[src/rtl/psram_port_arb_if.sv]
// -----------------------------------------------------------------------------
// psram_port_arb_if
// Bundles every handshake/bus signal around the PSRAM port arbiter:
//   - two burst readers (r0_*, r1_*): read-address request plus routed data
//   - one burst writer (w_*): write-address request, urgency flag, beat strobe
//   - the shared controller port (m_*): read-address, read-data, write-address
//     and write-data-beat channels of psram_ctrl
// Modports:
//   slave  - the arbiter's view (takes requests and controller responses,
//            drives grants/acks toward requesters and requests toward psram_ctrl)
//   master - the environment's view (requesters plus psram_ctrl combined)
// Handshake rule: a request/address transfer happens in the cycle where both
// *valid and the matching *ready are 1; the requester holds address and valid
// steady until then. rvalid/wready beats are single-cycle strobes with no
// back-pressure.
// -----------------------------------------------------------------------------
interface psram_port_arb_if;
    // Reader 0 (HDMI2 frame reader)
    logic [24:0] r0_araddr;
    logic        r0_arvalid;
    logic        r0_arready;
    logic [17:0] r0_rdata;
    logic        r0_rvalid;
    // Reader 1 (RS232 capture dump)
    logic [24:0] r1_araddr;
    logic        r1_arvalid;
    logic        r1_arready;
    logic [17:0] r1_rdata;
    logic        r1_rvalid;
    // Writer (ADC capture FIFO drain)
    logic [24:0] w_awaddr;
    logic        w_awvalid;
    logic        w_urgent;
    logic        w_awready;
    logic        w_wready;
    // Shared psram_ctrl port
    logic [24:0] m_araddr;
    logic        m_arvalid;
    logic        m_arready;
    logic [17:0] m_rdata;
    logic        m_rvalid;
    logic [24:0] m_awaddr;
    logic        m_awvalid;
    logic        m_awready;
    logic        m_wready;

    modport slave (
        input  r0_araddr, r0_arvalid, r1_araddr, r1_arvalid,
        input  w_awaddr, w_awvalid, w_urgent,
        input  m_arready, m_rdata, m_rvalid, m_awready, m_wready,
        output r0_arready, r0_rdata, r0_rvalid,
        output r1_arready, r1_rdata, r1_rvalid,
        output w_awready, w_wready,
        output m_araddr, m_arvalid, m_awaddr, m_awvalid
    );

    modport master (
        output r0_araddr, r0_arvalid, r1_araddr, r1_arvalid,
        output w_awaddr, w_awvalid, w_urgent,
        output m_arready, m_rdata, m_rvalid, m_awready, m_wready,
        input  r0_arready, r0_rdata, r0_rvalid,
        input  r1_arready, r1_rdata, r1_rvalid,
        input  w_awready, w_wready,
        input  m_araddr, m_arvalid, m_awaddr, m_awvalid
    );
endinterface

[src/rtl/psram_port_arb.sv]
// -----------------------------------------------------------------------------
// psram_port_arb
// Shares the single psram_ctrl port between two burst readers (R0, R1) and one
// burst writer (W). Exactly one transaction is in flight: IDLE -> ADDR -> DATA
// -> IDLE. An urgent writer wins outright, otherwise round-robin over
// {R0, R1, W} starting after the last grantee. Read data is broadcast, the read
// valid and write-beat strobe are routed to the owner only.
//
// Ports:
//   clk          48 MHz clock
//   reset_n      asynchronous active-low reset
//   psram_ready  controller init done; gates new grants only
//   bus          psram_port_arb_if.slave (requesters + controller channels)
//   err          sticky: timeout abort or stray m_rvalid; cleared by reset only
//   dbg_state    current FSM state (0 IDLE, 1 ADDR, 2 DATA)
//   stat_*       only with PSRAM_ARB_STATS_EN defined: saturating grant
//                counts and longest writer address wait
//
// Optional feature macro: PSRAM_ARB_STATS_EN
// -----------------------------------------------------------------------------
module psram_port_arb #(
    parameter int RD_BEATS = 4,
    parameter int WR_BEATS = 8,
    parameter int TMO      = 1023
) (
    input  logic                  clk,
    input  logic                  reset_n,
    input  logic                  psram_ready,
    psram_port_arb_if.slave       bus,
    output logic                  err,
    output logic [1:0]            dbg_state
`ifdef PSRAM_ARB_STATS_EN
    ,
    output logic [15:0]           stat_r0,
    output logic [15:0]           stat_r1,
    output logic [15:0]           stat_w,
    output logic [15:0]           stat_wmax
`endif
);

    localparam int TW = $clog2(TMO + 1);

    typedef enum logic [1:0] {
        ST_IDLE = 2'd0,
        ST_ADDR = 2'd1,
        ST_DATA = 2'd2
    } state_t;

    typedef enum logic [1:0] {
        OWN_R0 = 2'd0,
        OWN_R1 = 2'd1,
        OWN_W  = 2'd2
    } owner_t;

    state_t          r_state, w_state_nxt;
    owner_t          r_owner, w_owner_nxt;
    owner_t          r_rr,    w_rr_nxt;     // first candidate of the next round-robin scan
    logic [24:0]     r_addr,  w_addr_nxt;
    logic [3:0]      r_beat,  w_beat_nxt;
    logic [TW-1:0]   r_tmo,   w_tmo_nxt;
    logic            r_err,   w_err_nxt;

    owner_t          w_gnt;
    logic            w_gnt_vld;
    logic [24:0]     w_gnt_addr;
    logic            w_take;
    logic            w_rd_own;
    logic            w_addr_hs;
    logic            w_beat;
    logic [3:0]      w_last_beat;
    logic            w_stray;

    function automatic owner_t rr_after(input owner_t o);
        case (o)
            OWN_R0:  return OWN_R1;
            OWN_R1:  return OWN_W;
            default: return OWN_R0;
        endcase
    endfunction

    // Grant selection: urgent writer first, else scan starting at r_rr.
    always_comb begin
        w_gnt_vld = 1'b0;
        w_gnt     = OWN_R0;
        if (bus.w_urgent && bus.w_awvalid) begin
            w_gnt_vld = 1'b1;
            w_gnt     = OWN_W;
        end else begin
            case (r_rr)
                OWN_R1: begin
                    if (bus.r1_arvalid)      begin w_gnt_vld = 1'b1; w_gnt = OWN_R1; end
                    else if (bus.w_awvalid)  begin w_gnt_vld = 1'b1; w_gnt = OWN_W;  end
                    else if (bus.r0_arvalid) begin w_gnt_vld = 1'b1; w_gnt = OWN_R0; end
                end
                OWN_W: begin
                    if (bus.w_awvalid)       begin w_gnt_vld = 1'b1; w_gnt = OWN_W;  end
                    else if (bus.r0_arvalid) begin w_gnt_vld = 1'b1; w_gnt = OWN_R0; end
                    else if (bus.r1_arvalid) begin w_gnt_vld = 1'b1; w_gnt = OWN_R1; end
                end
                default: begin
                    if (bus.r0_arvalid)      begin w_gnt_vld = 1'b1; w_gnt = OWN_R0; end
                    else if (bus.r1_arvalid) begin w_gnt_vld = 1'b1; w_gnt = OWN_R1; end
                    else if (bus.w_awvalid)  begin w_gnt_vld = 1'b1; w_gnt = OWN_W;  end
                end
            endcase
        end
    end

    always_comb begin
        case (w_gnt)
            OWN_R1:  w_gnt_addr = bus.r1_araddr;
            OWN_W:   w_gnt_addr = bus.w_awaddr;
            default: w_gnt_addr = bus.r0_araddr;
        endcase
    end

    assign w_take      = (r_state == ST_IDLE) && psram_ready && w_gnt_vld;
    assign w_rd_own    = (r_owner != OWN_W);
    assign w_addr_hs   = (r_state == ST_ADDR) && (w_rd_own ? bus.m_arready : bus.m_awready);
    assign w_beat      = (r_state == ST_DATA) && (w_rd_own ? bus.m_rvalid : bus.m_wready);
    assign w_last_beat = w_rd_own ? 4'(RD_BEATS - 1) : 4'(WR_BEATS - 1);
    // Any read beat not belonging to a read DATA phase is swallowed and flagged.
    assign w_stray     = bus.m_rvalid && !((r_state == ST_DATA) && w_rd_own);

    // Next-state logic. The timeout counter counts cycles without a handshake
    // or beat; the TMO-th such cycle aborts the transaction back to IDLE.
    always_comb begin
        w_state_nxt = r_state;
        w_owner_nxt = r_owner;
        w_rr_nxt    = r_rr;
        w_addr_nxt  = r_addr;
        w_beat_nxt  = r_beat;
        w_tmo_nxt   = r_tmo;
        w_err_nxt   = r_err;

        case (r_state)
            ST_IDLE: begin
                w_tmo_nxt  = '0;
                w_beat_nxt = '0;
                if (w_take) begin
                    w_state_nxt = ST_ADDR;
                    w_owner_nxt = w_gnt;
                    w_rr_nxt    = rr_after(w_gnt);
                    w_addr_nxt  = w_gnt_addr;
                end
            end
            ST_ADDR: begin
                if (w_addr_hs) begin
                    w_state_nxt = ST_DATA;
                    w_tmo_nxt   = '0;
                    w_beat_nxt  = '0;
                end else if (r_tmo == TW'(TMO - 1)) begin
                    w_state_nxt = ST_IDLE;
                    w_err_nxt   = 1'b1;
                end else begin
                    w_tmo_nxt = r_tmo + 1'b1;
                end
            end
            ST_DATA: begin
                if (w_beat) begin
                    w_tmo_nxt = '0;
                    if (r_beat == w_last_beat) begin
                        w_state_nxt = ST_IDLE;
                    end else begin
                        w_beat_nxt = r_beat + 1'b1;
                    end
                end else if (r_tmo == TW'(TMO - 1)) begin
                    w_state_nxt = ST_IDLE;
                    w_err_nxt   = 1'b1;
                end else begin
                    w_tmo_nxt = r_tmo + 1'b1;
                end
            end
            default: begin
                w_state_nxt = ST_IDLE;
            end
        endcase

        if (w_stray) begin
            w_err_nxt = 1'b1;
        end
    end

    always_ff @(posedge clk or negedge reset_n) begin
        if (!reset_n) begin
            r_state <= ST_IDLE;
            r_owner <= OWN_R0;
            r_rr    <= OWN_R0;
            r_addr  <= '0;
            r_beat  <= '0;
            r_tmo   <= '0;
            r_err   <= 1'b0;
        end else begin
            r_state <= w_state_nxt;
            r_owner <= w_owner_nxt;
            r_rr    <= w_rr_nxt;
            r_addr  <= w_addr_nxt;
            r_beat  <= w_beat_nxt;
            r_tmo   <= w_tmo_nxt;
            r_err   <= w_err_nxt;
        end
    end

    // Controller-side requests come straight from registered state, so the
    // first valid appears the cycle after a grant.
    assign bus.m_arvalid  = (r_state == ST_ADDR) && w_rd_own;
    assign bus.m_awvalid  = (r_state == ST_ADDR) && !w_rd_own;
    assign bus.m_araddr   = r_addr;
    assign bus.m_awaddr   = r_addr;

    // Acks pulse in the controller handshake cycle.
    assign bus.r0_arready = (r_state == ST_ADDR) && (r_owner == OWN_R0) && bus.m_arready;
    assign bus.r1_arready = (r_state == ST_ADDR) && (r_owner == OWN_R1) && bus.m_arready;
    assign bus.w_awready  = (r_state == ST_ADDR) && (r_owner == OWN_W)  && bus.m_awready;

    assign bus.r0_rvalid  = (r_state == ST_DATA) && (r_owner == OWN_R0) && bus.m_rvalid;
    assign bus.r1_rvalid  = (r_state == ST_DATA) && (r_owner == OWN_R1) && bus.m_rvalid;
    assign bus.w_wready   = (r_state == ST_DATA) && (r_owner == OWN_W)  && bus.m_wready;

    // Read data is broadcast; gated by reset so every output reads 0 in reset.
    assign bus.r0_rdata   = reset_n ? bus.m_rdata : '0;
    assign bus.r1_rdata   = reset_n ? bus.m_rdata : '0;

    assign err       = r_err;
    assign dbg_state = r_state;

`ifdef PSRAM_ARB_STATS_EN
    logic [15:0] r_stat_r0, r_stat_r1, r_stat_w, r_stat_wmax, r_wwait;

    // r_wwait counts cycles the writer held awvalid before its awready cycle.
    always_ff @(posedge clk or negedge reset_n) begin
        if (!reset_n) begin
            r_stat_r0   <= '0;
            r_stat_r1   <= '0;
            r_stat_w    <= '0;
            r_stat_wmax <= '0;
            r_wwait     <= '0;
        end else begin
            if (w_take) begin
                case (w_gnt)
                    OWN_R0:  if (r_stat_r0 != 16'hFFFF) r_stat_r0 <= r_stat_r0 + 16'd1;
                    OWN_R1:  if (r_stat_r1 != 16'hFFFF) r_stat_r1 <= r_stat_r1 + 16'd1;
                    default: if (r_stat_w  != 16'hFFFF) r_stat_w  <= r_stat_w  + 16'd1;
                endcase
            end
            if (bus.w_awready) begin
                if (r_wwait > r_stat_wmax) begin
                    r_stat_wmax <= r_wwait;
                end
                r_wwait <= '0;
            end else if (bus.w_awvalid) begin
                if (r_wwait != 16'hFFFF) begin
                    r_wwait <= r_wwait + 16'd1;
                end
            end else begin
                r_wwait <= '0;
            end
        end
    end

    assign stat_r0   = r_stat_r0;
    assign stat_r1   = r_stat_r1;
    assign stat_w    = r_stat_w;
    assign stat_wmax = r_stat_wmax;
`endif

endmodule

[src/flat_wrapper.sv]
// flat-port wrapper written by rule: the top's interface ports become plain ports
module psram_port_arb_flat 
#(
    parameter int RD_BEATS = 4,
    parameter int WR_BEATS = 8,
    parameter int TMO      = 1023
)
  (clk, reset_n, psram_ready, err, dbg_state, bus_r0_araddr, bus_r0_arvalid, bus_r1_araddr, bus_r1_arvalid, bus_w_awaddr, bus_w_awvalid, bus_w_urgent, bus_m_arready, bus_m_rdata, bus_m_rvalid, bus_m_awready, bus_m_wready, bus_r0_arready, bus_r0_rdata, bus_r0_rvalid, bus_r1_arready, bus_r1_rdata, bus_r1_rvalid, bus_w_awready, bus_w_wready, bus_m_araddr, bus_m_arvalid, bus_m_awaddr, bus_m_awvalid);
  psram_port_arb_if bus_i ();
  input  logic clk;
  input  logic reset_n;
  input  logic psram_ready;
  output logic err;
  output logic [1:0] dbg_state;
  input wire logic [$bits(bus_i.r0_araddr)-1:0] bus_r0_araddr;
  input wire logic [$bits(bus_i.r0_arvalid)-1:0] bus_r0_arvalid;
  input wire logic [$bits(bus_i.r1_araddr)-1:0] bus_r1_araddr;
  input wire logic [$bits(bus_i.r1_arvalid)-1:0] bus_r1_arvalid;
  input wire logic [$bits(bus_i.w_awaddr)-1:0] bus_w_awaddr;
  input wire logic [$bits(bus_i.w_awvalid)-1:0] bus_w_awvalid;
  input wire logic [$bits(bus_i.w_urgent)-1:0] bus_w_urgent;
  input wire logic [$bits(bus_i.m_arready)-1:0] bus_m_arready;
  input wire logic [$bits(bus_i.m_rdata)-1:0] bus_m_rdata;
  input wire logic [$bits(bus_i.m_rvalid)-1:0] bus_m_rvalid;
  input wire logic [$bits(bus_i.m_awready)-1:0] bus_m_awready;
  input wire logic [$bits(bus_i.m_wready)-1:0] bus_m_wready;
  output wire logic [$bits(bus_i.r0_arready)-1:0] bus_r0_arready;
  output wire logic [$bits(bus_i.r0_rdata)-1:0] bus_r0_rdata;
  output wire logic [$bits(bus_i.r0_rvalid)-1:0] bus_r0_rvalid;
  output wire logic [$bits(bus_i.r1_arready)-1:0] bus_r1_arready;
  output wire logic [$bits(bus_i.r1_rdata)-1:0] bus_r1_rdata;
  output wire logic [$bits(bus_i.r1_rvalid)-1:0] bus_r1_rvalid;
  output wire logic [$bits(bus_i.w_awready)-1:0] bus_w_awready;
  output wire logic [$bits(bus_i.w_wready)-1:0] bus_w_wready;
  output wire logic [$bits(bus_i.m_araddr)-1:0] bus_m_araddr;
  output wire logic [$bits(bus_i.m_arvalid)-1:0] bus_m_arvalid;
  output wire logic [$bits(bus_i.m_awaddr)-1:0] bus_m_awaddr;
  output wire logic [$bits(bus_i.m_awvalid)-1:0] bus_m_awvalid;
  assign bus_i.r0_araddr = bus_r0_araddr;
  assign bus_i.r0_arvalid = bus_r0_arvalid;
  assign bus_i.r1_araddr = bus_r1_araddr;
  assign bus_i.r1_arvalid = bus_r1_arvalid;
  assign bus_i.w_awaddr = bus_w_awaddr;
  assign bus_i.w_awvalid = bus_w_awvalid;
  assign bus_i.w_urgent = bus_w_urgent;
  assign bus_i.m_arready = bus_m_arready;
  assign bus_i.m_rdata = bus_m_rdata;
  assign bus_i.m_rvalid = bus_m_rvalid;
  assign bus_i.m_awready = bus_m_awready;
  assign bus_i.m_wready = bus_m_wready;
  assign bus_r0_arready = bus_i.r0_arready;
  assign bus_r0_rdata = bus_i.r0_rdata;
  assign bus_r0_rvalid = bus_i.r0_rvalid;
  assign bus_r1_arready = bus_i.r1_arready;
  assign bus_r1_rdata = bus_i.r1_rdata;
  assign bus_r1_rvalid = bus_i.r1_rvalid;
  assign bus_w_awready = bus_i.w_awready;
  assign bus_w_wready = bus_i.w_wready;
  assign bus_m_araddr = bus_i.m_araddr;
  assign bus_m_arvalid = bus_i.m_arvalid;
  assign bus_m_awaddr = bus_i.m_awaddr;
  assign bus_m_awvalid = bus_i.m_awvalid;
  psram_port_arb #(.RD_BEATS(RD_BEATS), .WR_BEATS(WR_BEATS), .TMO(TMO)) u_core (.clk(clk), .reset_n(reset_n), .psram_ready(psram_ready), .bus(bus_i), .err(err), .dbg_state(dbg_state));
endmodule
[config.mk]
export PLATFORM = sky130hd
export DESIGN_NAME = psram_port_arb_flat
export DESIGN_NICKNAME = d
export VERILOG_FILES = /design/src/rtl/psram_port_arb_if.sv /design/src/rtl/psram_port_arb.sv /design/src/flat_wrapper.sv
export SDC_FILE = /design/constraint.sdc
export NUM_CORES = 1
export LEC_CHECK = 0
export ABC_CLOCK_PERIOD_IN_PS = 2500
export BUFFER_PORTS_ARGS = -buffer_cell sky130_fd_sc_hd__clkbuf_2
export CORE_MARGIN = 1.5
export CORE_UTILIZATION = 39
export CTS_CLUSTER_SIZE = 40
export DETAILED_ROUTE_END_ITERATION = 10
export PLACE_DENSITY = 0.74
export SYNTH_ARGS = -nofsm -noshare
export SYNTH_HDL_FRONTEND = slang
export SYNTH_SLANG_ARGS = --single-unit
[constraint.sdc]
create_clock -name clk -period 2.5 [get_ports clk]
set_clock_uncertainty 0.1 [all_clocks]
set_input_delay 0.5 -clock clk [delete_from_list [all_inputs] [get_ports clk]]
set_output_delay 0.5 -clock clk [all_outputs]
set_load 0.03 [all_outputs]
==> results of run 1 <==
[stage by stage]
stage | worst slack (ps) | instance area, um^2 | power [uW] | std cells
5_1_grt | 6.575 | 4259 | 5280 | 649
6_report | 119.4 | 4259 | 4917 | 649
2_1_floorplan | 59.36 | 3204 | 3534 | 389
3_5_place_dp | -84.15 | 4033 | 4199 | 634
3_3_place_gp | 80.35 | 4033 | 4131 | 634
4_1_cts | 20.61 | 4219 | 4866 | 647
[cell usage in the layout, fill, tap and decap left out, types with 3 or more instances in the layout]
cell type,Yosys,routed
sky130_fd_sc_hd__nor3_1,3,3
sky130_fd_sc_hd__clkbuf_8,0,5
sky130_fd_sc_hd__nand2b_1,5,5
sky130_fd_sc_hd__a21oi_1,6,6
sky130_fd_sc_hd__and3_1,8,8
sky130_fd_sc_hd__o21ai_1,0,22
sky130_fd_sc_hd__nand3_1,11,11
sky130_fd_sc_hd__ha_4,0,3
sky130_fd_sc_hd__nand4_1,5,5
sky130_fd_sc_hd__nor2_1,13,13
sky130_fd_sc_hd__a22oi_1,25,23
sky130_fd_sc_hd__clkbuf_2,0,199
sky130_fd_sc_hd__ha_1,13,9
sky130_fd_sc_hd__dfrtp_1,46,46
sky130_fd_sc_hd__and2_1,20,20
sky130_fd_sc_hd__o21ai_0,58,36
sky130_fd_sc_hd__xor2_1,4,4
sky130_fd_sc_hd__nor2b_1,4,4
sky130_fd_sc_hd__inv_1,9,9
sky130_fd_sc_hd__buf_12,0,4
sky130_fd_sc_hd__nand2_1,61,60
sky130_fd_sc_hd__buf_4,43,8
[cells in the mapped netlist (all sizes together), types with 2 or more instances]
cell	n
o31ai	3
and2	20
nand4	5
a21oi	6
nand3	11
buf	46
a211o	2
mux2	2
a211oi	2
ha	13
nand2b	5
nor4b	3
and3	8
xnor2	2
nor2	13
nor3b	2
nand2	61
o21ai	58
xor2	4
nor3	3
a31oi	2
a22oi	25
a41oi	2
dfrtp	46
mux2i	2
clkbuf	19
inv	9
nor2b	4
a221o	2
[sequential cells by signal, indices dropped and copies added (netlist names)]
signal	count
u_core.err	1
u_core.r_tmo	10
u_core.dbg_state	2
u_core.bus.m_araddr	25
u_core.r_rr	2
u_core.r_owner	2
u_core.r_beat	4
[cell families after synthesis]
logic type	Yosys count	synth area share, %
adder cells (fa/ha/maj)	13	5.094
AND/OR/NAND/NOR	140	21.67
flip-flops	46	36.05
buffers and inverters	74	13.99
XOR/XNOR	6	1.646
multiplexers	4	1.332
AO/OA/AOI/OAI	106	20.22
[repair_timing]
action                                  in CTS  in global routing
gates cloned                                 1                  0
gates resized for setup                      2                 29
hold buffers                                 1                  0
setup buffers                                3                  1
endpoints found under the setup margin      24                 42
endpoints found under the hold margin        3                  0
pin swaps                                    1                  2
[critical path, delay by kind of cell]
kind,cells,cell delay [ps]
buf+inv,3,1060
simple gates,1,210
[power breakdown]
group          switching (uW)  internal (uW)  total, uW  leakage (uW)
clock network             253            300        553     0.0000525
logic                    2050           1060       3110       0.00159
registers                 251           1000       1250      0.000592
total                    2560           2360       4920       0.00223
[per-layer routing]
layer | track usage, % | up-vias | share of wire, % | wire, um
li1 | - | 1626 | - | -
met1 | 25.09 | 1540 | 38 | 3566
met2 | 39.01 | 141 | 54 | 5053
met3 | 5.528 | 4 | 7.7 | 720
met4 | 4.798 | 0 | 0.63 | 59
met5 | 0 | - | 0 | 0
[final cells by class]
type | instances | share of cell area (%)
clock inverter | 1 | 0.7051
inverter | 9 | 0.7932
antenna | 1 | 0.05875
timing repair buffer | 214 | 27.67
multi-input combinational | 269 | 38.95
sequential | 46 | 27.03
tap | 102 | 2.996
clock buffer | 7 | 1.792
[worst max path at each step]
stage / startpoint / endpoint / slack, ps / depth (start not counted)
final: reset_n / bus_r0_rdata[14] / 120 / 4
after global routing: u_core.r_rr[0] / u_core.bus.m_araddr[9] / 7 / 12
after floorplan: u_core.r_rr[0] / u_core.bus.m_araddr[0] / 60 / 12
after CTS: u_core.r_rr[0] / u_core.bus.m_araddr[20] / 20 / 12
after global placement: u_core.r_rr[0] / u_core.bus.m_araddr[9] / 80 / 12
after detailed placement: u_core.r_rr[0] / u_core.bus.m_araddr[9] / -80 / 12
==> run summary, run 1 <==
After floorplanning, the core was divided into 32 placement rows. The via count of the first global-routing pass came out at 3,118. The synthesized area per cell was 8.208 um^2. Across the run, the number of max-cap violations was 0.

The most common flop cell mapped by yosys is sky130_fd_sc_hd__dfrtp_1. After legalization and detailed placement, the total HPWL measured 7058 um. The top cell type by area accounts for 36.05% of the synthesized area. The DRC violations left is 0. In this run the critical register-to-register path is launched from u_core.r_rr[1].

Sorting the synthesized cells by area gives the leading types as sky130_fd_sc_hd__dfrtp_1 36%, sky130_fd_sc_hd__buf_4 10%, sky130_fd_sc_hd__o21ai_0 9.1%, sky130_fd_sc_hd__nand2_1 7.2%, sky130_fd_sc_hd__a22oi_1 5.9%. The tools report the kind of start point of the critical path as an input pin. For this run, the total global-route usage over all layers was measured as 21.47%. Entering global routing, the biggest net connects 51 pins.

The growth of design area from synthesis to finish was 33.39%. For this design the ratio of total power to cell area is 1155 mW/mm^2. The final total negative setup slack is 0 ps. The die is 93.49 um tall. The logs give 40.90% for the effective utilization at floorplan and 9399 um for the routed wire length.

The run gives 0.001659 mm^2 as the area of combinational cells with multiple inputs. The run gives 3,311 as the total via count in the routed design. The CTS clock-pin slew for the worst setup and hold paths is 90 ps.

Sequential elements use 36.05% of the synthesized area. Dividing the final minimum period by the clock period gives 95.23%. The final critical path time including I/O delays and setup was 2381 ps; the cell count after synthesis was 389.

The number of nets handed over by synthesis was 506. At the worst endpoint, the arrival time is 1780 ps. The run gives 0 as the number of slew-limit violations in the final report.

The largest area contributor in the synthesized netlist was sky130_fd_sc_hd__dfrtp_1. The tools report the clock latency reported for the late side of the worst-skew pair as 300 ps. The initial antenna violation count was 1; the final global-route overflow total was 0.

Launch instance of the worst min-delay path: bus_r0_araddr[24]. After filler insertion, the fill cell instance count of the layout stands at 759. Setup repair after global routing left no endpoint under its margin.

The critical path's slowest cell is sky130_fd_sc_hd__dlygate4sd3_1. The floorplan step set the die width to 93.49 um. After detailed routing, the average wire length per cell comes to 14.48 um.

The delay of the slowest cell on the worst path was 530 ps. TritonCTS built the clock tree. Traced cell by cell, the critical path runs through dlygate4sd3_1, buf_2, and2_1, clkbuf_2. The iteration count of the initial detailed-routing pass was 4. The via-per-instance ratio came out at 5.102. The worst hold-check slack was 373.5 ps.

The register-to-register setup slack was 150 ps. The flow ran to the end, and the final reports show no timing, DRC or antenna violations. Based on the critical path, the design can be clocked at up to 420.1 MHz. The path with the worst hold slack has its endpoint at u_core.bus.m_araddr[24]. The share of layout cells above drive strength 1 is 42.12%, and the I/O pin count is 201. The total of flip-flops plus latches after synthesis is 46, and the cell count of the worst hold path is 3.

The congestion estimate from routability-driven global placement came to 0.8208. Buffer depth of the longest clock path: 2. For the final setup violation count, the log shows 0. The endpoint identified for the worst register-to-register timing path is u_core.bus.m_araddr[9]. The die covers 0.008739 mm^2. The master cell of the clock root buffer is sky130_fd_sc_hd__clkbuf_8. The class of the worst hold path is in -> reg. The worst-case IR drop observed on VDD is 0.7365 mV. At the pin with the least slew margin, the transition time is 592.5 ps. The type of the setup path with the least slack is in -> out. The run gives 0 as the count of endpoints failing hold in the final timing report. The core area was 0.007807 mm^2.

Buffers inserted during clock tree synthesis total 5. The logs give 40 for the distinct cell type count after synthesis and 2 for the number of H-tree branching levels. In this run the static leakage power is 0.002234 uW. Measured against its own limit, the worst slew margin works out to 59.48%.

The clock drives 46 sinks. Number of I/O port buffers: 200. The mapped netlist covers 0.003193 mm^2.

At the worst endpoint, the required time is 1900 ps. Across the whole layout, storage elements account for 0.001151 mm^2. Async set or reset register ratio after synthesis: 100.0%. The detail route stage leaves a number of antenna-violating nets equal to 0. The number of violations reported at the end of detailed-routing iteration 0 is 79, and the depth of the worst register-to-register path is 11. Critical path endpoint category: an output pin. The wire length of the first global-routing pass was 14,860 um; the total of warnings raised by yosys was 0. The final layout contains 662 nets. Yosys mapped a number of flops with a built-in enable equal to 0. The worst-path maximum fanout is 23. The tools report the final core utilization as 54.55%.
No activity file was read; power rests on OpenSTA's default activity.
==> run 2, diff against run 1 <==
--- a/config.mk
+++ b/config.mk
@@ -7,11 +7,13 @@
 export LEC_CHECK = 0
 export ABC_CLOCK_PERIOD_IN_PS = 2500
 export BUFFER_PORTS_ARGS = -buffer_cell sky130_fd_sc_hd__clkbuf_2
+export CELL_PAD_IN_SITES_DETAIL_PLACEMENT = 0
+export CELL_PAD_IN_SITES_GLOBAL_PLACEMENT = 1
 export CORE_MARGIN = 1.5
-export CORE_UTILIZATION = 39
+export CORE_UTILIZATION = 27
 export CTS_CLUSTER_SIZE = 40
 export DETAILED_ROUTE_END_ITERATION = 10
-export PLACE_DENSITY = 0.74
+export PLACE_DENSITY = 0.75
 export SYNTH_ARGS = -nofsm -noshare
 export SYNTH_HDL_FRONTEND = slang
 export SYNTH_SLANG_ARGS = --single-unit
==> run 2 against run 1 <==
Effect of this change:
- flip-flop and latch count stayed put
- global-route usage is 6.3 points lower
- sequential power about the same
- wire length up 2.9%
- critical path depth increased by 7
==> run summary, run 2 (synthesis results as in run 1) <==
Area enclosed by the die boundary: 0.01249 mm^2 (+43%). The run gives 4 (unchanged) as the iteration count of the initial detailed-routing pass. The logs give 201 (unchanged) for the I/O pin count and 0 (unchanged) for the number of slew-limit violations in the final report. The buffer and inverter count on the worst path is 2 (-1). In the layout the commonest cells are 200 x sky130_fd_sc_hd__clkbuf_2, 61 x sky130_fd_sc_hd__nand2_1, 58 x sky130_fd_sc_hd__o21ai_0. Routed wire length: 9673 um (+2.9%). The run gives 0 (-1) as the antenna diode count.

The flow ran to the end, and the final reports show no timing, DRC or antenna violations. The height of the chip was 111.8 um (+20%); the number of I/O port buffers was 200 (unchanged). The logs give 0.001151 mm^2 (unchanged) for the storage element area and 2440 ps (+660 ps) for the arrival time of data at the critical path endpoint. The wire length per cell was 14.10 um (-2.6%). The actual transition at the worst max-transition pin was 570.0 ps (-22.43 ps); the growth of design area from synthesis to finish was 35.07%.

The total number of clock tree sinks was 46 (unchanged); the TritonCTS buffer count was 5 (unchanged). The area of combinational cells with multiple inputs was 0.001654 mm^2 (-0.30%); the DRC violations left was 0 (unchanged). The width of the chip came out at 111.8 um (+20%). The buffer depth of the longest clock path came out at 2 (unchanged). The final setup violation count is 0 (unchanged), and the sum of net half-perimeters after detailed placement is 7435 um (+5.3%). The count of endpoints failing hold in the final timing report was 0 (unchanged). The final total negative setup slack came out at 0 ps (unchanged).

The share of layout cells above drive strength 1 works out to 42.17% (+0.049 points). Worst-path maximum fanout: 25 (+8.7%). The number of H-tree branching levels is 2 (unchanged). The final global-route overflow total was 0 (unchanged).

The final net count is 659 (-0.45%). The path class of the tightest hold or removal check is in -> async. The library cell used most frequently in the layout, excluding fill and tap cells, is sky130_fd_sc_hd__clkbuf_2. The global-route usage over all layers was 15.20% (-6.3 points). TritonCTS built the clock tree. The maximum ir drop on the vdd rail is 0.6048 mV (-18%). Setup repair after global routing could not meet its margin everywhere. The tools report the number of standard-cell rows in the floorplan as 39 (+22%). The worst hold-check slack was 3.951 ps (-369.5 ps); the final critical path time including I/O delays and setup was 2373 ps (-7.776 ps). For the count of antenna-violating nets left after detailed routing, the log shows 0 (unchanged). The critical path goes through ha_4, nand2b_4, a21oi_1, o31ai_4, inv_1, ha_1, buf_12, a22oi_2, nand2_1, o21ai_0, o21ai_0.

The effective utilization at floorplan came out at 27.85% (-13 points). The tree is rooted in a sky130_fd_sc_hd__clkbuf_16. For the core area, the log shows 0.01147 mm^2 (+47%). The post-route fraction of the period consumed by the critical path works out to 94.91% (-0.31 points). The critical path is of the reg -> reg type. Critical path's slowest cell: sky130_fd_sc_hd__dfrtp_1. The power per standard cell area was 1162 mW/mm^2 (+0.66%); the initial antenna violation count was 0 (-1). The wire length of the first global-routing pass is 15,170 um (+2.1%).

The number of flip-flops under the largest register name works out to 25 (unchanged). The cell class contributing the biggest share of worst-path delay was compound AO/OA/AOI/OAI gates. STA classifies the critical path endpoint as a flip-flop.

The number of cells in the finished layout apart from fillers is 686 (+5.7%), and the number of violations reported at the end of detailed-routing iteration 0 is 67 (-15%). The pin count of the biggest net entering global routing was 51 (unchanged); the clock latency reported for the late side of the worst-skew pair was 290 ps (about the same). The delay of the slowest cell on the worst path came out at 420 ps (-110 ps). STA classifies the critical path startpoint as a flip-flop. The logs give 2570 ps (+670 ps) for the data required time at the worst endpoint and 1,196 (+58%) for the number of fillers in the final layout. Total via count in the routed design: 3,253 (-1.8%). The max-cap check violation count came out at 0 (unchanged).

The final core utilization is 37.61% (-17 points). The via count of the first global-routing pass is 2,904 (-6.9%). The CTS clock-pin slew for the worst setup and hold paths works out to 70 ps (-20 ps). The run gives 421.4 MHz (+0.33%) as the fmax.

The leakage power of the design was 0.002249 uW (+0.66%); the via-per-instance ratio was 4.742 (-7.1%). The logs give 61.50% (+2.0 points) for the remaining max-slew budget at the tightest pin and 675 (+6.5%) for the number of placed instances, taps included. Among the stages of the critical path, the cell type that occurs most often is sky130_fd_sc_hd__o21ai_0. The final weighted congestion in routability-driven placement is 0.7765 (-5.4%).
run 2: cell count changes in the layout (fill, tap and decap cells not counted), moves of 3 or more:
cell,delta
sky130_fd_sc_hd__o21ai_0,+22
sky130_fd_sc_hd__clkbuf_8,-3
sky130_fd_sc_hd__o21ai_1,-22
sky130_fd_sc_hd__clkbuf_16,+5
run 2: final timing paths:
check                                        from                 endpoint  slack [ps]  cells past startpoint
worst max register to register     u_core.r_rr[1]  u_core.bus.m_araddr[22]         130                     11
worst min-delay path                      reset_n   u_core.bus.m_araddr[3]           4                      1
min in group clk                bus_r0_araddr[10]  u_core.bus.m_araddr[10]         390                      3
max in group asynchronous                 reset_n  u_core.bus.m_araddr[23]        1390                      2
worst min register to register         u_core.err               u_core.err         390                      2
worst max-delay path               u_core.r_rr[1]  u_core.bus.m_araddr[22]         130                     11
run 2: what timing repair did:
| action | CTS | global route |
|---|---|---|
| gates cloned | 0 | 0 |
| pin swaps | 1 | 1 |
| hold buffers | 0 | 0 |
| resized for setup | 2 | 6 |
| setup endpoints to repair | 25 | 24 |
| buffers inserted | 2 | 1 |
run 2: power breakdown:
part	switching, uW	internal [uW]
sequential	251	1000
combinational	2010	1010
clock	310	428
run 2: routing by layer:
metal,up-vias,track usage [%],wire (um)
met1,1476,17.79,3770
met4,0,4.979,160
met5,-,0,0
met3,9,5.498,954
li1,1620,-,-
met2,148,25.85,4787
run 2: stage by stage:
stage / instance area (um^2) / power [uW] / setup WS [ps]
2_1_floorplan: 3204 / 3534 / 59.36
6_report: 4313 / 5012 / 127.1
5_1_grt: 4313 / 5407 / -25.94
3_5_place_dp: 4081 / 4224 / -102.7
4_1_cts: 4279 / 5022 / 40.09
3_3_place_gp: 4081 / 4182 / 51.88
run 2: layout make-up:
cell class / instances / area share [%]
clock buffer: 7 / 3.539
clock inverter: 1 / 0.2031
inverter: 9 / 0.7833
multi-input combinational: 269 / 38.35
sequential: 46 / 26.69
tap: 143 / 4.149
timing repair buffer: 211 / 26.28
